$ cat src/rtl/uc_bcast_arb.sv
`default_nettype none
// ============================================================================
//  Module      : uc_bcast_arb
//  Description : Unit-clause arbiter. Drains NUM_PROC implication queues
//                round-robin, filters each literal through a global
//                variable-assignment table and broadcasts new literals to
//                every processor. Contradictions latch a sticky conflict.
//  Revision    : 1.0  initial release
// ============================================================================
module uc_bcast_arb #(
    parameter int NUM_PROC = 4,
    parameter int LIT_W    = 16,
    parameter int NUM_VARS = 255,
    parameter int CNT_W    = 16
) (
    input  logic                      clk,
    input  logic                      rst_n,
    input  logic                      clear,
    input  logic [NUM_PROC-1:0]       ucq_in_empty,
    input  logic [NUM_PROC*LIT_W-1:0] ucq_in_lit,
    output logic [NUM_PROC-1:0]       ucq_in_pop,
    input  logic [NUM_PROC-1:0]       ucq_out_full,
    output logic                      ucq_out_push,
    output logic [LIT_W-1:0]          ucq_out_lit,
    output logic                      conflict,
    output logic [LIT_W-1:0]          conflict_lit,
    output logic                      bad_lit,
    output logic                      quiescent,
    output logic [CNT_W-1:0]          bcast_cnt
);

    localparam int PTR_W = (NUM_PROC > 1) ? $clog2(NUM_PROC) : 1;
    localparam int IDX_W = $clog2(NUM_VARS + 1);

    typedef enum logic [1:0] {
        SCAN  = 2'd0,
        CHECK = 2'd1,
        BCAST = 2'd2,
        HALT  = 2'd3
    } state_t;

    state_t              state_q, state_d;
    logic [PTR_W-1:0]    rr_ptr_q, rr_ptr_d;
    logic [LIT_W-1:0]    cand_q, cand_d;
    logic [NUM_VARS:0]   assigned_q, assigned_d;
    logic [NUM_VARS:0]   value_q, value_d;
    logic                conflict_q, conflict_d;
    logic [LIT_W-1:0]    conflict_lit_q, conflict_lit_d;
    logic                bad_lit_q, bad_lit_d;
    logic [CNT_W-1:0]    bcast_cnt_q, bcast_cnt_d;

    logic [LIT_W-1:0]    lit_arr [NUM_PROC];
    logic                grant_found;
    logic [PTR_W-1:0]    grant_idx;
    logic [PTR_W-1:0]    probe_idx;
    logic [LIT_W-1:0]    cand_mag;
    logic                cand_in_range;
    logic                cand_pos;
    logic [IDX_W-1:0]    tbl_idx;

    // Unpack the flat head-of-queue bus into one literal per processor
    for (genvar gi = 0; gi < NUM_PROC; gi++) begin : g_unpack
        assign lit_arr[gi] = ucq_in_lit[gi*LIT_W +: LIT_W];
    end

    // Round-robin search: first non-empty queue at or after rr_ptr
    always_comb begin
        grant_found = 1'b0;
        grant_idx   = '0;
        probe_idx   = '0;
        for (int k = 0; k < NUM_PROC; k++) begin
            probe_idx = PTR_W'((int'(rr_ptr_q) + k) % NUM_PROC);
            if (!grant_found && !ucq_in_empty[probe_idx]) begin
                grant_found = 1'b1;
                grant_idx   = probe_idx;
            end
        end
    end

    // Decode the latched candidate: magnitude is the variable index, the
    // sign bit is the polarity. The most negative literal has a magnitude
    // beyond any legal index, so it lands in the bad-literal path.
    always_comb begin
        cand_mag      = cand_q[LIT_W-1] ? (~cand_q + LIT_W'(1)) : cand_q;
        cand_in_range = (cand_mag != '0) && (cand_mag <= LIT_W'(NUM_VARS));
        cand_pos      = ~cand_q[LIT_W-1];
        tbl_idx       = cand_mag[IDX_W-1:0];
    end

    // Next-state, table update and handshake outputs
    always_comb begin
        state_d        = state_q;
        rr_ptr_d       = rr_ptr_q;
        cand_d         = cand_q;
        assigned_d     = assigned_q;
        value_d        = value_q;
        conflict_d     = conflict_q;
        conflict_lit_d = conflict_lit_q;
        bad_lit_d      = bad_lit_q;
        bcast_cnt_d    = bcast_cnt_q;
        ucq_in_pop     = '0;
        ucq_out_push   = 1'b0;

        case (state_q)
            SCAN: begin
                if (grant_found) begin
                    ucq_in_pop = NUM_PROC'(1) << grant_idx;
                    cand_d     = lit_arr[grant_idx];
                    rr_ptr_d   = PTR_W'((int'(grant_idx) + 1) % NUM_PROC);
                    state_d    = CHECK;
                end
            end
            CHECK: begin
                if (!cand_in_range) begin
                    bad_lit_d = 1'b1;
                    state_d   = SCAN;
                end else if (!assigned_q[tbl_idx]) begin
                    assigned_d[tbl_idx] = 1'b1;
                    value_d[tbl_idx]    = cand_pos;
                    state_d             = BCAST;
                end else if (value_q[tbl_idx] == cand_pos) begin
                    state_d = SCAN;
                end else begin
                    conflict_d     = 1'b1;
                    conflict_lit_d = cand_q;
                    state_d        = HALT;
                end
            end
            BCAST: begin
                if (!(|ucq_out_full)) begin
                    ucq_out_push = 1'b1;
                    bcast_cnt_d  = (&bcast_cnt_q) ? bcast_cnt_q
                                                  : bcast_cnt_q + CNT_W'(1);
                    state_d      = SCAN;
                end
            end
            HALT: begin
                state_d = HALT;
            end
            default: begin
                state_d = SCAN;
            end
        endcase

        // Restart (or reset in progress) suppresses every action this cycle;
        // the round-robin pointer survives a clear so fairness is preserved.
        if (clear || !rst_n) begin
            state_d        = SCAN;
            rr_ptr_d       = rr_ptr_q;
            assigned_d     = '0;
            value_d        = '0;
            conflict_d     = 1'b0;
            conflict_lit_d = '0;
            bad_lit_d      = 1'b0;
            bcast_cnt_d    = '0;
            ucq_in_pop     = '0;
            ucq_out_push   = 1'b0;
        end
    end

    // State and table registers with synchronous active-low reset
    always_ff @(posedge clk) begin
        if (!rst_n) begin
            state_q        <= SCAN;
            rr_ptr_q       <= '0;
            cand_q         <= '0;
            assigned_q     <= '0;
            value_q        <= '0;
            conflict_q     <= 1'b0;
            conflict_lit_q <= '0;
            bad_lit_q      <= 1'b0;
            bcast_cnt_q    <= '0;
        end else begin
            state_q        <= state_d;
            rr_ptr_q       <= rr_ptr_d;
            cand_q         <= cand_d;
            assigned_q     <= assigned_d;
            value_q        <= value_d;
            conflict_q     <= conflict_d;
            conflict_lit_q <= conflict_lit_d;
            bad_lit_q      <= bad_lit_d;
            bcast_cnt_q    <= bcast_cnt_d;
        end
    end

    // Output drive: broadcast literal only qualified by push
    always_comb begin
        ucq_out_lit  = ucq_out_push ? cand_q : '0;
        conflict     = conflict_q;
        conflict_lit = conflict_lit_q;
        bad_lit      = bad_lit_q;
        bcast_cnt    = bcast_cnt_q;
        quiescent    = (state_q == SCAN) && (&ucq_in_empty);
    end

endmodule
`default_nettype wire
$ cat config.mk
export PLATFORM = sky130hd
export DESIGN_NAME = uc_bcast_arb
export DESIGN_NICKNAME = d
export VERILOG_FILES = /design/src/rtl/uc_bcast_arb.sv
export SDC_FILE = /design/constraint.sdc
export NUM_CORES = 1
export LEC_CHECK = 0
export ABC_AREA = 0
export CAP_MARGIN = 15
export CORE_MARGIN = 2
export CORE_UTILIZATION = 35
export DETAILED_ROUTE_END_ITERATION = 10
export GPL_ROUTABILITY_DRIVEN = 0
export GPL_TIMING_DRIVEN = 0
export RECOVER_POWER = 25
export SYNTH_ARGS = -nofsm -noshare
export SYNTH_HDL_FRONTEND = slang
export SYNTH_SLANG_ARGS = --single-unit
export TNS_END_PERCENT = 10
$ cat constraint.sdc
create_clock -name clk -period 7.55 [get_ports clk]
set_clock_uncertainty 0.05 [all_clocks]
set_input_delay 1.8875 -clock clk [delete_from_list [all_inputs] [get_ports clk]]
set_output_delay 1.8875 -clock clk [all_outputs]
set_load 0.05 [all_outputs]
# Word level (Yosys, flattened, before mapping)
# Cells that the tools add are included.
# Widths: inputs -> output; s select.
# word_totals
ff_bits	566
inputBits	75
n_memories	0
romBits	0
output_inout_bits	56
mem_bits_rw	0
latch_bits	0
elab_cells	107
# op_classes
muxes	40
n_shift	1
eq_ne	6
order_cmp	8
multipliers	0
div_mod_pow	0
n_reduce_logical	26
add_sub_neg	6
bitwise	11
# ops
operator	n
$bwmux 256	1
$or 256x256->256	1
$mux 16	4
$add 16x1->16 const B	2
$bmux 16 s2	1
$mux 2	9
$bmux 1 s8	2
$le 16x8->1 const B	1
$not 16->16	1
$reduce_and 16->1	1
$reduce_bool 16->1	1
$mux 1	14
$lt 2x3->1 const B	4
$mux 4	3
$lt 8x9->1 const B	1
$reduce_and 3->1	3
$bmux 1 s2	4
$demux 1 s8	1
$ge 8x1->1 const B	1
$not 1->1	8
$pmux 2 s4	1
$reduce_and 4->1	2
$logic_and 1x1->1	6
$logic_not 1->1	6
14 further kinds	20

# Longest topological paths before layout
# Gate-level depths: netlist (run 1).
# logic_depth
word_depth	16
ltp_mapped	23
depth_no_buf	12

# Least setup slack after synthesis (run 1)
# OpenSTA, ideal clock, no wires.
# synth_timing
path_kind	input to output
startpoint	input port ucq_out_full[1]
endpoint	output port ucq_out_lit[10]
t_arrival_ns	4.134
n_path_buf	1
cell_stages	6
path_slack_ns	1.479
required_ns	5.613
path_cell_list	or4_1 -> nor2_1 -> nand2_1 -> clkbuf_1 -> nor2_1 -> and2_1
# synth_between
elab_chain_cells	5
# synth_lines
element	line	source
start: declaration	22	input logic [NUM_PROC-1:0] ucq_out_full,
$reduce_or 4->1	130	if (!(|ucq_out_full)) begin
$mux 1	130	
$mux 1	104	case (state_q)
$mux 1	147	if (clear || !rst_n) begin
net ucq_out_push	23	output logic ucq_out_push,
$mux 16	188	ucq_out_lit = ucq_out_push ? cand_q : '0;
end: declaration	24	output logic [LIT_W-1:0] ucq_out_lit,
# The timed path passes the listed nets, and every way through them passes these cells.

# Worst setup path in the final report (run 1)
# layout_timing
startpoint	register cand_q[0]
endpoint	register conflict_lit_q[7] (netlist: conflict_lit[7])
# layout_between
elab_chain_cells	8
# layout_lines
element	line	source
start: declaration	44	logic [LIT_W-1:0] cand_q, cand_d;
start signal: assignment	176	cand_q <= cand_d;
$not 16->16	84	cand_mag = cand_q[LIT_W-1] ? (~cand_q + LIT_W'(1)) : cand_q;
$add 16x1->16	84	
$mux 16 (*)	84	
$bmux 1 s8	121	end else if (value_q[tbl_idx] == cand_pos) begin
$mux 1 (not written as such)	121	
$eq 1x1->1	121	
$not 1->1 (no line)	n/a	
$reduce_and 4->1 (no line) (*)	n/a	
end signal: assignment	180	conflict_lit_q <= conflict_lit_d;
end: declaration	48	logic [LIT_W-1:0] conflict_lit_q, conflict_lit_d;
# Every way passes the cells marked *; elsewhere a longest branch is shown, timed or not. The select of a mux whose other input is x is not followed.
# A chain may end at the register's enable or synchronous reset.

==> results.ini, run 1 <==
[status]
status = complete, but fails checks
violations = setup timing

[setup_path]
crit_top_cell = clkbuf_1
endpoint_kind = flop
path_max_fanout = 11
start_kind = flop
crit_arrival_ps = 8120
crit_type = reg2reg
crit_chain = buf_2 -> clkbuf_4 -> buf_6 -> clkinvlp_4 -> clkbuf_1 -> clkdlybuf4s15_2 -> ha_1 -> nor2b_1 -> nand2_1 -> o221ai_2 -> clkbuf_1 -> a22oi_1 -> a21boi_0 -> a2111oi_0 -> nand3_2 -> o211ai_1 -> mux2i_4 -> buf_4 -> mux2i_1
crit_path_max_incr_delay_ps = 920
critPathRequiredTime_ps = 8060
cp_slowest_cell = clkbuf_1
cp_top_family = buffers and inverters
path_buf_inv = 8

[synthesis]
synthFlopType = dfxtp_1
synthArstFlopShare_pct = 0
synthTopCellsByCount = dfxtp_1 (566), nand2_1 (550), mux2i_1 (287)
synth-seq-area-share_pct = 43.4
syn-cell-area_sq_um = 26100
synth_edf_count = 0
yosysTopAreaCellShare_pct = 43.4
yosysMostFrequentCell = dfxtp_1
synthCells = 2774
yosysWarningCount = 0
yosys.area.top_type = dfxtp_1
syn_avg_cell_area_sq_um = 9.41
syn_nets = 2856
synth_area_leaders = dfxtp_1 (43%), mux2i_1 (11%), mux4_2 (9.7%)
synth_cell_types = 76
ys_ff_latch = 566

[routing]
drc = 0
wl_per_cell_microns = 24.2
ant_nets = 0
vias = 22700
via_per_inst = 5.67
drtIter0Drc = 2495
drt_first_pass_iters = 5
routed_wl_microns = 96900

[global_routing]
grt_pass1_wl_microns = 144000
antenna_found_initial = 2
grt_max_degree = 17
grt_pass1_vias = 21700
grt-ovfl-total = 0
track_usage_pct = 24.6

[layout]
area_delta_synth_final_pct = 18.9
final_area_sq_um = 31000
finalNonFillerCells = 4008
nNetsFinal = 3068
drive_gt1_share_pct = 12.1

[cts]
numCtsBuffers = 60
cts_root_buf = clkbuf_16
cts_tree = yes
clk_latency_ps = 650
cts_buffer_depth = 3
clk_pin_slew_ps = 60
cts.sinks = 566
h-tree-depth = 2

[power]
p_seq_share_pct = 40.8
p_int_mw = 5.14
irDropWorstVdd_mv = 0.154
combPwrFrac_pct = 17.1
cellPowerDensity_nw_per_um2 = 238
leakage_nw = 12.0
clkPwrFrac_pct = 42.2
p_sw_mw = 2.26
netSwitchingFraction_pct = 30.5
total_power_mw = 7.40

[timing]
hold_viol = 0
holdWs_ps = 405
rsz0062_at_grt = no
finalMaxSlewViolations = 0
setup_viol = 17
max_slew_margin_pct = 13.0
max_freq_mhz = 131
tightest_slew_ps = 1300
post-route-period-util_pct = 101
timing.final.ws_setup_ps = -56.2
period_needed_ps = 7610

[die]
die_x_microns = 277
start_util_pct = 35.2
ios = 131
rows = 100
coreArea_sq_um = 74200
die_h_microns = 277
die_area_sq_um = 76800

[placement]
place_inst = 3887
dp_hpwl_microns = 67500
place_area_sq_um = 28900
port_buffers = 130

[job]
max-cap-violations = 0

[worst_hold_path]
hold_path.class = reg2reg

-- sequential cells by signal, summed over array words and instances (netlist names) --
| register | count |
|---|---|
| assigned_q | 256 |
| bad_lit | 1 |
| bcast_cnt | 16 |
| cand_q | 16 |
| conflict | 1 |
| conflict_lit | 16 |
| rr_ptr_q | 2 |
| state_q | 2 |
| value_q | 256 |
-- timing repair --
item,in CTS,in global routing
setup buffers,4,0
hold buffers,0,0
gates resized for setup,27,8
endpoints found under the setup margin,531,463
endpoints found under the hold margin,0,0
pin swaps,2,0
-- logic make-up after synthesis --
| kind of cell | count (synthesis) | synth area share (%) |
|---|---|---|
| AND/OR/NAND/NOR | 1037 | 17.8 |
| XOR/XNOR | 23 | 0.800 |
| flip-flops | 566 | 43.4 |
| AO/OA/AOI/OAI | 473 | 12.0 |
| buffers and inverters | 261 | 4.60 |
| adder cells (fa/ha/maj) | 7 | 0.335 |
| multiplexers | 407 | 21.1 |
-- area by class of cell --
cell class              instances  area, sq um
diodes                          2         5.00
plain buffers                 245         1180
clock buffers                  85         1740
clock inverters                28          325
fillers                      7328        43100
inverters                      15         60.1
multi-input cells            1947        13700
flip-flops and latches        566        11300
well taps                     969         1210
repair buffers                151         1500
-- worst reg2reg max path: cells and delay by family (launching register included) --
| family | cells | cell delay [ps] |
|---|---|---|
| DFF | 1 | 300 |
| adders and majority gates | 1 | 400 |
| AOI/OAI and AO/OA | 5 | 2120 |
| muxes | 2 | 700 |
| and+or+nand+nor | 3 | 760 |
| buffers and inverters | 8 | 3190 |
-- metrics by stage --
step | setup slack [ps] | util, % | setup TNS [ps]
after floorplan | 1480 | - | 0
after global placement | -2590 | 38.6 | -968430
after detailed placement | -1410 | 38.9 | -525140
after CTS | 51.0 | 41.8 | 0
after global routing | 4.21 | 41.8 | 0
final | -56.2 | 41.8 | -294
-- power by group through the flow --
stage	logic, mW	clock network [mW]	registers [mW]
6_report	1.26	3.12	3.02
5_1_grt	1.28	3.27	3.02
3_3_place_gp	1.17	0	3.08
4_1_cts	1.22	3.13	3.02
2_1_floorplan	0.632	0	3.08
3_5_place_dp	1.21	0	3.08
-- worst paths after layout --
path | depth (start not counted) | end | from | slack (ps)
setup / recovery | 19 | conflict_lit[7] | cand_q[0] | -60
hold / removal | 2 | value_q[109] | value_q[109] | 400
setup reg to reg | 19 | conflict_lit[7] | cand_q[0] | -60
hold reg to reg | 2 | value_q[109] | value_q[109] | 400
-- layer usage --
metal / vias up / share of wire (%) / track usage [%]
met5: - / 0 / 0
met4: 0 / 3.9 / 9.49
met3: 203 / 9.8 / 5.44
met2: 1108 / 44 / 38.4
met1: 11200 / 42 / 33.1
li1: 10200 / - / -
-- placed cells by master (no fill, tap or decap), drive strengths merged, types with 11 or more instances in the layout --
cell type,count
nand2,550
o21ai,16
xor2,11
and3,119
nand3,12
clkinv,19
a221oi,12
nor4,21
mux2i,288
inv,15
nor3,29
xnor2,12
clkbuf,254
o21a,105
mux4,113
a311oi,17
and2,30
nor2b,25
a22oi,63
buf,95
dfxtp,566
a21oi,186
nor2,214
dlygate4sd3,55
clkdlybuf4s50,75
Power figures use the tool's default switching activity.
==> run 2: changes to the inputs <==
--- a/config.mk
+++ b/config.mk
@@ -5,10 +5,10 @@
 export SDC_FILE = /design/constraint.sdc
 export NUM_CORES = 1
 export LEC_CHECK = 0
-export ABC_AREA = 0
-export CAP_MARGIN = 15
+export CAP_MARGIN = 5
 export CORE_MARGIN = 2
 export CORE_UTILIZATION = 35
+export CTS_CLUSTER_SIZE = 30
 export DETAILED_ROUTE_END_ITERATION = 10
 export GPL_ROUTABILITY_DRIVEN = 0
 export GPL_TIMING_DRIVEN = 0
==> run 2 against run 1 <==
Against the previous run: the flow still finishes with violations (setup timing); first-iteration DRC count grew 1.8%; sequential power is essentially flat; sequential share of layout area is essentially flat; clock power grew 2%; die area is the same; maximum frequency shrank 0.43%; critical path type is now in2out; largest cell class unchanged.
==> results.ini, run 2 (synthesis gave the netlist of run 1 again) <==
[status]
status = complete, but fails checks
violations = setup timing

[cts]
numCtsBuffers = 60  ; unchanged
cts_root_buf = clkbuf_16
ctsHoldBuffers = 0  ; unchanged
h-tree-depth = 2  ; unchanged
cts.sinks = 566  ; unchanged
clk_pin_slew_ps = 60  ; about the same
cts_tree = yes
cts_buffer_depth = 3  ; unchanged
clk_latency_ps = 650  ; about the same

[global_routing]
grt_max_degree = 16  ; -1
grt_pass1_wl_microns = 143000  ; -0.53%
track_usage_pct = 24.5  ; -0.097 points
grt_pass1_vias = 21700  ; -0.087%
antenna_found_initial = 1  ; -1
grt-ovfl-total = 0  ; unchanged

[routing]
drc = 0  ; unchanged
drtIter0Drc = 2540  ; +1.8%
vias = 22700  ; -0.026%
wl_per_cell_microns = 24.1  ; -0.14%
via_per_inst = 5.67  ; about the same
routed_wl_microns = 96700  ; -0.19%
drt_first_pass_iters = 5  ; unchanged
ant_nets = 0  ; unchanged

[power]
p_sw_mw = 2.23  ; -1.4%
leakage_nw = 12.0  ; about the same
p_seq_share_pct = 40.6  ; -0.2 points
total_power_mw = 7.44  ; +0.52%
clkPwrFrac_pct = 42.6  ; +0.4 points
irDropWorstVdd_mv = 0.151  ; -2.1%
cellPowerDensity_nw_per_um2 = 240  ; +0.54%
netSwitchingFraction_pct = 30.0  ; -0.57 points
combPwrFrac_pct = 16.8  ; -0.3 points
p_int_mw = 5.21  ; +1.3%

[die]
coreArea_sq_um = 74200  ; unchanged
ios = 131  ; unchanged
die_area_sq_um = 76800  ; unchanged
die_x_microns = 277  ; unchanged
die_h_microns = 277  ; unchanged
start_util_pct = 35.2  ; unchanged
rows = 100  ; unchanged

[setup_path]
critPathRequiredTime_ps = 5610  ; -2450 ps
crit_type = in2out
cp_slowest_cell = buf_1
crit_path_max_incr_delay_ps = 910  ; about the same
cp_top_family = buffers and inverters
crit_top_cell = clkdlybuf4s50_1
crit_arrival_ps = 5700  ; -2420 ps
endpoint_kind = output port
path_buf_inv = 4  ; -4
start_kind = primary input
crit_chain = clkdlybuf4s50_1 -> nor2b_1 -> clkbuf_1 -> buf_1 -> and3_1 -> clkdlybuf4s50_1
path_max_fanout = 10  ; -1

[layout]
layout_commonest_cell = dfxtp_1
final_cell_mix = dfxtp_1 (566), nand2_1 (550), mux2i_1 (287), nor2_1 (212), a21oi_1 (186)
final_util_pct = 41.8  ; about the same
final_area_sq_um = 31000  ; about the same
area_delta_synth_final_pct = 18.9  ; about the same
nNetsFinal = 3066  ; -0.065%
top_regs = assigned_q x256, value_q x256
finalNonFillerCells = 4006  ; -0.050%
drive_gt1_share_pct = 11.9  ; -0.19 points

[timing]
holdWs_ps = 405  ; +0.659 ps
hold_viol = 0  ; unchanged
period_needed_ps = 7640  ; +32.6 ps
finalMaxSlewViolations = 0  ; unchanged
setup_viol = 4  ; -13
tns_ps = -332  ; -37.4 ps
max_slew_margin_pct = 11.8  ; -1.2 points
timing.final.ws_setup_ps = -88.8  ; -32.6 ps
rsz0062_at_grt = yes
post-route-period-util_pct = 101  ; +0.43 points
max_freq_mhz = 131  ; -0.43%
tightest_slew_ps = 1310  ; +8.54 ps

[placement]
post-place-ws_ps = -2690  ; -1280 ps
port_buffers = 130  ; unchanged
place_area_sq_um = 28800  ; -0.26%
dp_hpwl_microns = 67100  ; -0.54%
place_inst = 3882  ; -0.13%

[worst_hold_path]
hold_path.class = reg2reg

[job]
max-cap-violations = 0  ; unchanged

[run 2: cell count changes in the layout (fill, tap and decap cells not counted), moves of 3 or more]
cell      change
clkinv_2      -8
buf_4         +8
buf_2         -3
clkbuf_8      +4
clkbuf_1      +4
[run 2: tightest hold or removal path, cell delays in order (launching register included)]
cell and delay, ps:
dfxtp_1 310, nand2_1 50, mux2i_1 50
[run 2: timing repair]
action                                  4_1_cts  5_1_grt
buffers inserted                              5        4
endpoints found under the setup margin      531      489
gates resized for setup                      40        5
pin swaps                                     3        1
[run 2: final timing paths]
path / slack (ps) / start / to / cells after the start
hold / removal: 410 / conflict_lit[0] / conflict_lit[0] / 2
setup / recovery: -90 / rst_n / ucq_in_pop[3] / 6
setup reg to reg: 20 / cand_q[0] / conflict_lit[10] / 20
hold reg to reg: 410 / conflict_lit[0] / conflict_lit[0] / 2
[run 2: power by group through the flow]
stage	registers [mW]	logic [mW]	clock network (mW)
5_1_grt	3.02	1.28	3.31
3_3_place_gp	3.08	1.17	0
4_1_cts	3.02	1.21	3.19
6_report	3.02	1.25	3.17
2_1_floorplan	3.08	0.632	0
3_5_place_dp	3.08	1.19	0
[run 2: layout make-up]
cell class              instances  area (sq um)
flip-flops and latches        566         11300
plain buffers                 245          1170
repair buffers                149          1460
clock buffers                  96          1860
fillers                      7356         43200
inverters                      15          60.1
well taps                     969          1210
multi-input cells            1947         13700
diodes                          2          5.00
clock inverters                17           249
[run 2: per-layer routing]
metal | global-route usage (%) | share of wire (%)
met1 | 32.7 | 42
met2 | 38.3 | 44
met3 | 5.24 | 9.7
met4 | 10.4 | 4.3
met5 | 0 | 0
